==> src/rtl/sevenseg_demux.sv <==
// Receive side of a scanned 7-segment bus: samples segment/anode lines, rebuilds one
// debounced pattern per digit, and decodes each pattern to a hex nibble.
module sevenseg_demux #(
  parameter int N      = 2,
  parameter int STABLE = 2
) (
  input  logic                clk,
  input  logic                reset,
  input  logic                cathod,
  input  logic [6:0]          seg_in,
  input  logic [N-1:0]        an_in,
  output logic [N-1:0][6:0]   digit_values,
  output logic [N-1:0][3:0]   hex_value,
  output logic [N-1:0]        hex_valid,
  output logic                frame_done,
  output logic                sel_err
);

  localparam int              CW      = $clog2(STABLE + 1);
  localparam logic [CW-1:0]   CNT_MAX = CW'(STABLE);
  localparam logic [CW-1:0]   CNT_ONE = CW'(1);
  localparam logic [6:0]      BLANK   = 7'h7F;

  // Stage 1: raw bus registers
  logic [6:0]   seg_q;
  logic [N-1:0] an_q;
  logic         cathod_q;

  // Stage 2: per-digit filter and frame tracking
  logic [N-1:0][6:0]    cand_q, cand_d;
  logic [N-1:0][CW-1:0] cnt_q, cnt_d;
  logic [N-1:0][6:0]    digit_q, digit_d;
  logic [N-1:0]         seen_q, seen_d, seen_hit;
  logic                 frame_done_q, frame_done_d;
  logic                 sel_err_q, sel_err_d;

  logic [6:0]   pat;
  logic [N-1:0] sel;
  logic         sel_one;
  logic         sel_multi;

  // Reset leaves cathod_q=1 with no anode set, which normalises to "no digit selected".
  always_ff @(posedge clk) begin
    if (!reset) begin
      seg_q    <= BLANK;
      an_q     <= '0;
      cathod_q <= 1'b1;
    end else begin
      seg_q    <= seg_in;
      an_q     <= an_in;
      cathod_q <= cathod;
    end
  end

  always_comb begin
    pat       = cathod_q ? seg_q : ~seg_q;
    sel       = cathod_q ? an_q  : ~an_q;
    sel_one   = (sel != '0) && ((sel & (sel - N'(1))) == '0);
    sel_multi = (sel != '0) && !sel_one;
  end

  always_comb begin
    cand_d  = cand_q;
    cnt_d   = cnt_q;
    digit_d = digit_q;
    for (int i = 0; i < N; i++) begin
      if (sel_one && sel[i]) begin
        if (pat == cand_q[i]) begin
          if (cnt_q[i] != CNT_MAX) cnt_d[i] = cnt_q[i] + CNT_ONE;
        end else begin
          cand_d[i] = pat;
          cnt_d[i]  = CNT_ONE;
        end
        if (cnt_d[i] == CNT_MAX) digit_d[i] = pat;
      end
    end
  end

  // The completing sample is not carried into the next frame.
  always_comb begin
    seen_hit     = seen_q | sel;
    seen_d       = seen_q;
    frame_done_d = 1'b0;
    sel_err_d    = sel_multi;
    if (sel_one) begin
      if (&seen_hit) begin
        frame_done_d = 1'b1;
        seen_d       = '0;
      end else begin
        seen_d = seen_hit;
      end
    end
  end

  always_ff @(posedge clk) begin
    if (!reset) begin
      cand_q       <= {N{BLANK}};
      cnt_q        <= '0;
      digit_q      <= {N{BLANK}};
      seen_q       <= '0;
      frame_done_q <= 1'b0;
      sel_err_q    <= 1'b0;
    end else begin
      cand_q       <= cand_d;
      cnt_q        <= cnt_d;
      digit_q      <= digit_d;
      seen_q       <= seen_d;
      frame_done_q <= frame_done_d;
      sel_err_q    <= sel_err_d;
    end
  end

  // Returns {valid, nibble}; unknown glyphs decode to {0, 0}.
  function automatic logic [4:0] decode(input logic [6:0] p);
    logic [4:0] r;
    case (p)
      7'h40:   r = {1'b1, 4'h0};
      7'h79:   r = {1'b1, 4'h1};
      7'h24:   r = {1'b1, 4'h2};
      7'h30:   r = {1'b1, 4'h3};
      7'h19:   r = {1'b1, 4'h4};
      7'h12:   r = {1'b1, 4'h5};
      7'h02:   r = {1'b1, 4'h6};
      7'h78:   r = {1'b1, 4'h7};
      7'h00:   r = {1'b1, 4'h8};
      7'h10:   r = {1'b1, 4'h9};
      7'h08:   r = {1'b1, 4'hA};
      7'h03:   r = {1'b1, 4'hB};
      7'h46:   r = {1'b1, 4'hC};
      7'h21:   r = {1'b1, 4'hD};
      7'h06:   r = {1'b1, 4'hE};
      7'h0E:   r = {1'b1, 4'hF};
      default: r = 5'h00;
    endcase
    return r;
  endfunction

  always_comb begin
    hex_value = '0;
    hex_valid = '0;
    for (int i = 0; i < N; i++) begin
      {hex_valid[i], hex_value[i]} = decode(digit_q[i]);
    end
  end

  assign digit_values = digit_q;
  assign frame_done   = frame_done_q;
  assign sel_err      = sel_err_q;

endmodule

==> config.mk <==
export PLATFORM = sky130hd
export DESIGN_NAME = sevenseg_demux
export DESIGN_NICKNAME = d
export VERILOG_FILES = /design/src/rtl/sevenseg_demux.sv
export SDC_FILE = /design/constraint.sdc
export NUM_CORES = 1
export LEC_CHECK = 0
export CAP_MARGIN = 20
export CORE_AREA = 2 2 77 79
export CTS_CLUSTER_DIAMETER = 120
export DETAILED_ROUTE_END_ITERATION = 10
export DIE_AREA = 0 0 79 81
export GPL_TIMING_DRIVEN = 0
export PLACE_DENSITY = 0.72
export SLEW_MARGIN = 20
export SYNTH_ARGS = -nofsm -noshare
export SYNTH_HDL_FRONTEND = slang
export SYNTH_SLANG_ARGS = --single-unit
==> constraint.sdc <==
create_clock -name clk -period 5.8 [get_ports clk]
set_input_delay 1.74 -clock clk [delete_from_list [all_inputs] [get_ports clk]]
set_output_delay 1.74 -clock clk [all_outputs]
set_load 0.02 [all_outputs]
After elaboration in Yosys (flattened, before gate mapping):

Cells that the tools add are included.

* add/subtract/negate cells: 3
* equality and inequality tests: 36
* mux-type cells: 12
* bitwise logic cells: 6
* reduce and logical (&&, ||, !) cells: 15

Operators with widths (count)
* $pmux 5 s16: 2
* $eq 7x7->1 const B: 8
* $eq 7x5->1 const B: 6
* $eq 7x6->1 const B: 6
* $eq 7x2->1 const B: 4
* $eq 7x4->1 const B: 4
* $mux 2: 8
* $eq 7x3->1 const B: 2
* $eq 7x7->1: 2
* $logic_not 7->1: 2
* $reduce_and 2->1: 6
* $mux 7: 1
* $not 7->7: 1
* $add 2x1->2 const B: 2
* $eq 2x2->1 const B: 2
* $logic_and 1x1->1: 4
* $ne 2x2->1 const B: 2
* $and 2x2->2: 1
* $logic_not 2->1: 1
* $not 1->1: 2
* $not 2->2: 1
* $or 2x2->2: 1
* $reduce_bool 2->1: 1
* $sub 2x1->2 const B: 1
* other kinds (2): 2

* register bits: 46
* input bits: 12

Longest topological paths before layout:

Gate-level depths: netlist of the first run.

* word-level depth: 10
* depth in mapped cells: 7
* gate-level depth less buffers: 6

Worst setup path before layout of the first run:

No wires, ideal clock.

* path type: register to output
* start: register digit_q (netlist bit digit_values[0])
* end: output port hex_valid[0]
* data arrival time: 1990 ps
* required time: 4060 ps
* slack: 2070 ps
* cell stages (with the launch flop): 5
* cell sequence: dfxtp_1 clkbuf_1 a31oi_1 o41ai_1 nand3b_1

* cells in the longest elaborated chain, start to end: 2
* elaborated cells on any way between the ends: 17
* those cells by class: 15 x eq/ne; 1 x mux; 1 x reduce/logical

RTL lines
* start: declaration: line 32 `logic [N-1:0][6:0] digit_q, digit_d;`
* start signal: assignment: line 99 `digit_q <= {N{BLANK}};`
* start signal: assignment: line 106 `digit_q <= digit_d;`
* $eq 7x4->1 (tied with other cells): line 116 `case (p)`
* $pmux 5 s16 *: line 116
* end: declaration: line 14 `output logic [N-1:0] hex_valid,`

Mark *: on every way between the ends. The rest lies on a longest branch, timed or not.

Final worst setup path of the first run:

* start: register digit_q (netlist bit digit_values[1])
* end: output port hex_valid[0]

The elaborated chain is that of the path after synthesis.

==> results by stage, run 1 <==
Worst setup path:
- The required time of the critical path is 4060 ps.
- STA puts the critical path data arrival time at 2590 ps.
- The endpoint of the worst-slack reg-to-reg timing path is digit_values[11]$_SDFFE_PN1P_.
- The slowest stage of the critical path is the clkdlybuf4s50_1 cell.
- Walking the worst path, the cells encountered are or3b_2, or4_1, a31oi_1, a31oi_1, nand3b_1, clkdlybuf4s50_1.
- The logic depth of the worst register-to-register path is 6.
- The peak per-stage delay on the critical path is 600 ps.
- For flop-to-flop paths, the worst setup slack is 3310 ps.
- The worst register-to-register path begins at cathod_q$_SDFF_PN1_.
- The critical path in this run is classified as reg2out.
- The highest net fanout along the worst path is 5.
- By instance count, the cell type seen most on the critical path is a31oi_1.
- The startpoint kind of the worst setup timing path is a register.
- The kind of end point of the critical path is a primary output.

Clock tree:
- After clock tree synthesis, the clock-pin slew on the worst setup and hold paths is 80 ps.
- The number of buffers inserted during clock tree synthesis is 5.
- The H-tree generated during clock tree synthesis spans 2 levels.
- The total number of clock tree sinks is 46.
- The post-CTS setup repair buffer count is 0.
- The cell at the root of the clock tree is clkbuf_8.
- The CTS tree is done.
- The clock insertion delay at the later pin of the skew report is 300 ps.
- The number of hold-repair buffers added at the cts stage is 0.
- The clock passes through at most 2 buffers.
- The count of instances resized after the clock tree is built is 0.

Power and ir drop:
- The share of total power dissipated in the clock network is 35.5%.
- The design internal power is 0.503 mW.
- The portion of total power attributed to combinational logic is 13.4%.
- The reported leakage power is 1.19 nW.
- The net switching power of the design is 0.166 mW.
- The maximum vdd ir drop is 0.124 mV.
- Net switching is 24.8% of the power.
- The power density over the cells is 204 nW/um^2.
- The share of power burned in registers is 51.0%.

Logic synthesis:
- The most common flop cell mapped by yosys is dfxtp_1.
- The cell count after synthesis came out at 309.
- The post-synthesis async set-or-reset flop share is 0%.
- The top cell type by area accounts for 34.2% of the synthesized area.
- During synthesis, Yosys emitted a total of 0 warnings.
- A synthesized cell averages 8.72 sq um.
- The post-synthesis net count is 326.
- Of all cell types, the one taking the most synthesized area is dfxtp_1.
- The register bit count reported by yosys is 46.
- In the post-synthesis netlist, the biggest area contributors are dfxtp_1 (34%), mux2i_1 (10%), nor2b_1 (6.5%), xnor2_1 (4.9%), clkbuf_1 (2.9%).
- The number of distinct library cell variants in the gate-level netlist after synthesis is 52.
- The number of flops mapped to enable cells by yosys is 0.
- After synthesis, flip-flops and latches occupy 34.2% of the total area.
- The mapped netlist covers 2700 sq um.

Drt:
- After the first detailed-routing iteration, the DRC count stood at 97.
- Signal routing reaches up to met4.
- The wire length on met1 is 2690 um.
- The total via count in the routed design is 2347.
- Once detail routing completed, the nets flagged for antenna violations numbered 0.
- After detailed routing, the total wire length is 5640 um.
- For this run, design rule violations remaining after detail routing come to 0.
- Dividing the detail-routed via count by the number of cells gives 5.47.
- The met2 routed wirelength is 2670 um.
- The routed length per placed instance is 13.1 um.
- The length of the first detailed-routing pass in iterations is 4.
- After detailed routing, the met3 layer carries 228 um of wire.

Timing:
- Setup repair after global routing left no endpoint under its margin.
- The maximum clock rate is 231 MHz.
- The number of endpoints failing setup at the final stage is 0.
- Between clock sinks in the finished design, the worst skew comes to 7.49 ps.
- The worst path in the final design needs a cycle of 4330 ps, including I/O delays and setup.
- The worst pin sits at a relative slew slack of 44.8%.
- The sum of negative setup slack is 0 ps.
- The number of hold-slack violations in the final timing report is 0.
- The final cycle utilization of the critical path is 74.6%.
- The number of pins exceeding their max-slew limit in the final report is 0.
- The transition at the pin with the smallest max-transition slack is 826 ps.

Die:
- Row generation in the floorplan step produced 28 rows.
- The floorplan step defined a die boundary enclosing 6400 sq um.
- The initial utilization of the core area, before any placement, comes to 47.5%.
- The area of the core is 5680 sq um.
- The die height is 81 um.
- The overall die width is 79 um.
- The number of placed I/O pins is 38.

Finish:
- Leaving out fill and tap cells, the most frequent cells in the layout are dfxtp_1 (46), clkdlybuf4s50_1 (37), nor2b_1 (28), mux2i_1 (27), clkbuf_1 (22).
- The antenna diode count is 0.
- The number of filler instances in the final layout is 555.
- The share of cells above drive strength 1 is 4.80%.
- In the final layout, the multi-input gates occupy 1650 sq um.
- The area growth from synthesis to layout is 21.3%.
- The leading cell type in the layout, fill and taps excluded is dfxtp_1.
- For this run, the post-layout net count is 370.
- The register cell area after layout is 921 sq um.
- Excluding fillers, the count of instances in the completed layout stands at 429.

Place:
- Routability-driven placement finished with a final weighted congestion of 0.880.
- After detailed placement, the design holds a cell count of 421.
- The half-perimeter wire length after detailed placement is 4100 um.
- In this run the tool buffered the top-level ports with 37 buffer cells.

GRT:
- Entering global routing, the biggest net connects 15 pins.
- The first-pass GRT wire length is 9360 um.
- The number of antenna violations at the first check in global routing is 0.
- The via count of the first global-routing pass is 2059.
- Across every metal layer, demand over resource in global routing totals 18.1%.
- The total overflow left after global routing is 0.

Worst hold path:
- The launch instance of the worst min-delay path is cand_q[10]$_SDFFE_PN1P_.
- The number of stages on the worst hold path is 2.
- The worst-case hold path end point is cand_q[10]$_SDFFE_PN1P_.
- The kind of path behind the tightest hold check is reg2reg.

Outcome:
- The flow ran to the end, and the final reports show no timing, DRC or antenna violations.

Job:
- Max-cap violations in this run came to 0.
==> cells by family (layout without fill, tap and decap cells) <==
group,count (synthesis),in the layout,synth area share (%)
fa+ha+maj,5,5,2.32
xor+xnor,23,23,7.47
buf+inv,32,77,4.50
simple gates,127,127,28.3
compound gates,49,49,13.2
flops,46,46,34.2
mux,27,27,10.0
==> worst max-delay path, delay by kind of cell (launching register included) <==
kind	cells	cell delay [ps]
buf+inv	1	600
simple gates	3	1040
flops	1	410
compound gates	2	240
==> Yosys cell counts, types with 4 or more instances <==
master and n:
a31oi_1 6, a21oi_1 6, and3_1 4, dfxtp_1 46
xnor2_1 15, nor2_1 13, and2_1 10, nor3_1 5
clkbuf_1 21, nand3_1 5, inv_1 10, nor4_1 4
a211oi_1 5, o21ai_0 13, nand2_1 15, nand2b_1 11
nand3b_1 4, xor2_1 8, nor2b_1 28, mux2i_1 27
ha_1 5, nand4_1 6
==> metal layers <==
metal,vias to the layer above,GRT usage (%)
li1,1183,-
met1,1106,22.5
met2,53,32.1
met3,5,3.33
met4,0,5.00
met5,-,0
==> worst max path at each step <==
stage                            startpoint  depth (start not counted)           end
2_1_floorplan  digit_values[0]$_SDFFE_PN1P_                          4  hex_valid[0]
3_3_place_gp   digit_values[1]$_SDFFE_PN1P_                          6  hex_valid[0]
3_5_place_dp   digit_values[1]$_SDFFE_PN1P_                          6  hex_valid[0]
4_1_cts        digit_values[1]$_SDFFE_PN1P_                          6  hex_valid[0]
5_1_grt        digit_values[4]$_SDFFE_PN1P_                          7  hex_valid[0]
6_report       digit_values[1]$_SDFFE_PN1P_                          6  hex_valid[0]
==> power groups by stage <==
| stage | logic (mW) | clock network [mW] | registers [mW] |
|---|---|---|---|
| after global routing | 0.0999 | 0.257 | 0.343 |
| after global placement | 0.0885 | 0 | 0.348 |
| after detailed placement | 0.0903 | 0 | 0.348 |
| after floorplan | 0.0670 | 0 | 0.347 |
| final | 0.0898 | 0.237 | 0.341 |
| after CTS | 0.0907 | 0.244 | 0.341 |
==> stage by stage <==
stage          power [mW]  util, %  worst slack (ps)  hold slack, ps  cell area (sq um)
2_1_floorplan       0.414        -              2070             466               2700
3_3_place_gp        0.437     55.7              1820             479               3160
3_5_place_dp        0.438     55.7              1810             493               3160
4_1_cts             0.675     57.6              1480             515               3270
5_1_grt             0.699     57.6              1290             523               3270
6_report            0.668     57.6              1470             511               3270
==> area by class of cell <==
class / instances / share of cell area, %
Multi-Input combinational cell: 231 / 50.6
Sequential cell: 46 / 28.2
Timing Repair Buffer: 37 / 11.3
Tap cell: 75 / 2.87
Buffer: 22 / 2.56
Clock buffer: 6 / 2.22
Clock inverter: 2 / 1.15
Inverter: 10 / 1.15
==> registers in the layout (all words and copies together), names as in the netlist <==
| signal | count |
|---|---|
| frame_done | 1 |
| sel_err | 1 |
| an_q | 2 |
| digit_values | 14 |
| cathod_q | 1 |
| cand_q | 14 |
| seg_q | 7 |
| seen_q | 2 |
| cnt_q | 4 |
Power figures use the tool's default switching activity.
==> inputs of run 2 (changes only) <==
clock period = 4.4 ns   (was 5.8 ns; I/O delays follow)
==> results of run 2 <==
The final DEF is identical to that of run 1. Status: finished, final reports clean.
Among the figures that moved: setup slack after placement 1810 ps -> 830 ps; setup slack after layout 1470 ps -> 492 ps; register-to-register setup slack 3310 ps -> 1910 ps; total power 0.668 mW -> 0.881 mW; worst IR drop on VDD 0.124 mV -> 0.163 mV
==> inputs of run 3 (changes only) <==
CORE_AREA = 2 2 83 85   (was 2 2 77 79)
DIE_AREA = 0 0 85 87   (was 0 0 79 81)
PLACE_DENSITY = 0.64   (was 0.72)
==> results by stage, run 3 (synthesis gave the netlist of run 1 again) <==
Outcome:
- The run finished with clean final reports.

Die:
- The area of the core is 6570 sq um (+16%).
- The overall die width is 85 um (+7.6%).
- The number of placed I/O pins came to 38 (unchanged).
- The initial standard-cell utilization of the core came to 41.0% (-6.5 points).
- The number of cell rows was 30 (+7.1%).
- The die height is 87 um (+7.4%).
- The full die area is 7400 sq um (+16%).

Clock tree:
- The deepest clock path buffer count is 2 (unchanged).
- The number of hold-repair buffers added at the cts stage is 0 (unchanged).
- TritonCTS built the clock tree.
- The count of instances resized after the clock tree is built was 0 (unchanged).
- The H-tree depth is 2 (unchanged).
- The clock edge transition at the registers on the reported setup and hold paths is 90 ps (about the same).
- The total number of clock tree sinks was 46 (unchanged).
- The number of buffers inserted during clock tree synthesis is 5 (unchanged).
- The cell at the root of the clock tree is clkbuf_8.
- The clock insertion delay at the later pin of the skew report is 300 ps (about the same).
- The post-CTS setup repair buffer count was 0 (unchanged).

Worst hold path:
- The startpoint identified for the worst hold timing path is cand_q[10]$_SDFFE_PN1P_.
- The kind of path behind the tightest hold check is reg2reg.

Worst setup path:
- The kind of critical path is reg2out.
- The kind of end point of the critical path is a primary output.
- The critical path arrival is 2580 ps (about the same).
- STA classifies the critical path startpoint as a register.
- The highest net fanout along the worst path is 5 (unchanged).
- The most critical setup path has its startpoint at digit_values[1]$_SDFFE_PN1P_.
- The required time of the critical path is 3080 ps.
- The startpoint identified for the worst register-to-register timing path is cathod_q$_SDFF_PN1_.

Timing:
- Setup repair after global routing left no endpoint under its margin.
- The sum of negative setup slack came to 0 ps (unchanged).
- Setup slack on the critical path of the routed design comes to 498 ps.
- Derived from the worst setup path, the maximum achievable clock frequency is 256 MHz.
- Dividing the final minimum period by the clock period gives 88.7%.
- The maximum clock skew at final layout is 9.44 ps (+1.95 ps).
- The number of pins exceeding their max-slew limit in the final report came to 0 (unchanged).
- The number of hold-slack violations in the final timing report is 0 (unchanged).
- The remaining max-slew budget at the tightest pin is 46.0% (+1.2 points).
- The transition at the pin with the smallest max-transition slack came to 808 ps (-18.4 ps).
- The shortest clock period the worst path allows after layout is 3900 ps.
- The number of endpoints failing setup at the final stage is 0 (unchanged).
- The minimum hold slack is 510 ps (-1.88 ps).

Place:
- The placer's final routability congestion estimate is 0.746 (-15%).
- The half-perimeter wire length after detailed placement is 4190 um (+2.2%).
- Timing analysis after detailed placement gives a worst setup slack of 818 ps.
- The total of buffers placed on input and output ports was 37 (unchanged).
- The total placed cells including tap cells is 426 (+1.2%).
- The cell area reported after detailed placement is 3170 sq um (+0.20%).

Finish:
- The number of filler instances in the final layout was 623 (+12%).
- The area taken by multi-input logic gates is 1650 sq um (unchanged).
- Leaving out fill and tap cells, the most frequent cell in the layout is dfxtp_1.
- The final instance count without filler cells is 434 (+1.2%).
- The area growth from synthesis to layout is 21.5%.
- In the layout the commonest cells are dfxtp_1 (46), clkdlybuf4s50_1 (37), nor2b_1 (28), mux2i_1 (27), clkbuf_1 (22).
- The share of cells above drive strength 1 is 4.80% (unchanged).
- The final net count was 370 (unchanged).
- The final instance area was 3280 sq um (+0.19%).
- The post-layout utilization of the core came to 49.9% (-7.7 points).
- The register cell area after layout is 921 sq um (unchanged).
- The antenna diode count was 0 (unchanged).

Drt:
- The DRC violation count after routing is 0 (unchanged).
- The ratio of routed vias to standard cells is 5.37 (-1.8%).
- The total via count in the routed design was 2331 (-0.68%).
- The length of the first detailed-routing pass in iterations is 4 (unchanged).
- The remaining number of nets flagged by the antenna check after routing is 0 (unchanged).
- The routed length per placed instance is 12.9 um (-1.5%).
- The number of violations reported at the end of detailed-routing iteration 0 is 63 (-35%).
- The wire length after detailed routing is 5620 um (-0.34%).

GRT:
- The first-pass GRT wire length is 9630 um (+2.9%).
- The number of antenna violations at the first check in global routing was 0 (unchanged).
- The via count of the first global-routing pass is 2104 (+2.2%).
- The total congestion overflow after global routing is 0 (unchanged).
- The maximum number of pins on one net before global-route repair is 15 (unchanged).
- The global-route total usage across every layer is 15.9% (-2.2 points).

Job:
- The max-capacitance violation count is 0 (unchanged).

Power and ir drop:
- The reported leakage power is 1.19 nW (unchanged).
- Across the VDD grid, the largest voltage drop is 0.192 mV.
- The power density over the cells is 270 nW/um^2.
- The total power draw is 0.884 mW.
-- run 3: cell counts in the layout (fill, tap and decap cells not counted) --
Identical to the previous run, type by type.
-- run 3: routing by layer --
layer	GRT usage, %	share of wire, %	vias to the layer above
met2	26.0	45	74
met5	0	0	-
met4	4.62	1.3	0
met1	21.2	48	1071
li1	-	-	1178
met3	3.22	5.0	8
-- run 3: path summary, 6_finish.rpt --
path                                                       to  slack [ps]  cells past startpoint
worst max register to register  digit_values[10]$_SDFFE_PN1P_        1940                      6
worst min-delay path                  cand_q[10]$_SDFFE_PN1P_         510                      2
worst max-delay path                             hex_valid[0]         500                      6
worst min register to register        cand_q[10]$_SDFFE_PN1P_         510                      2
-- run 3: power by group --
part           switching [mW]  leakage, nW  internal (mW)  total [mW]
clock network           0.146       0.0514          0.170       0.316
registers              0.0141        0.377          0.435       0.450
logic                  0.0609        0.763         0.0577       0.119
total                   0.221         1.19          0.663       0.884
-- run 3: layout make-up --
type	instances	area share [%]
Inverter	10	1.15
Sequential cell	46	28.1
Buffer	22	2.56
Clock inverter	2	1.15
Clock buffer	6	2.22
Tap cell	80	3.06
Timing Repair Buffer	37	11.3
Multi-Input combinational cell	231	50.5
-- run 3: worst max-delay path, cell delays in order (launching register included) --
cell and delay, ps:
dfxtp_1 410, or3b_2 490, or4_1 430, a31oi_1 150, a31oi_1 70, nand3b_1 120
clkdlybuf4s50_1 600
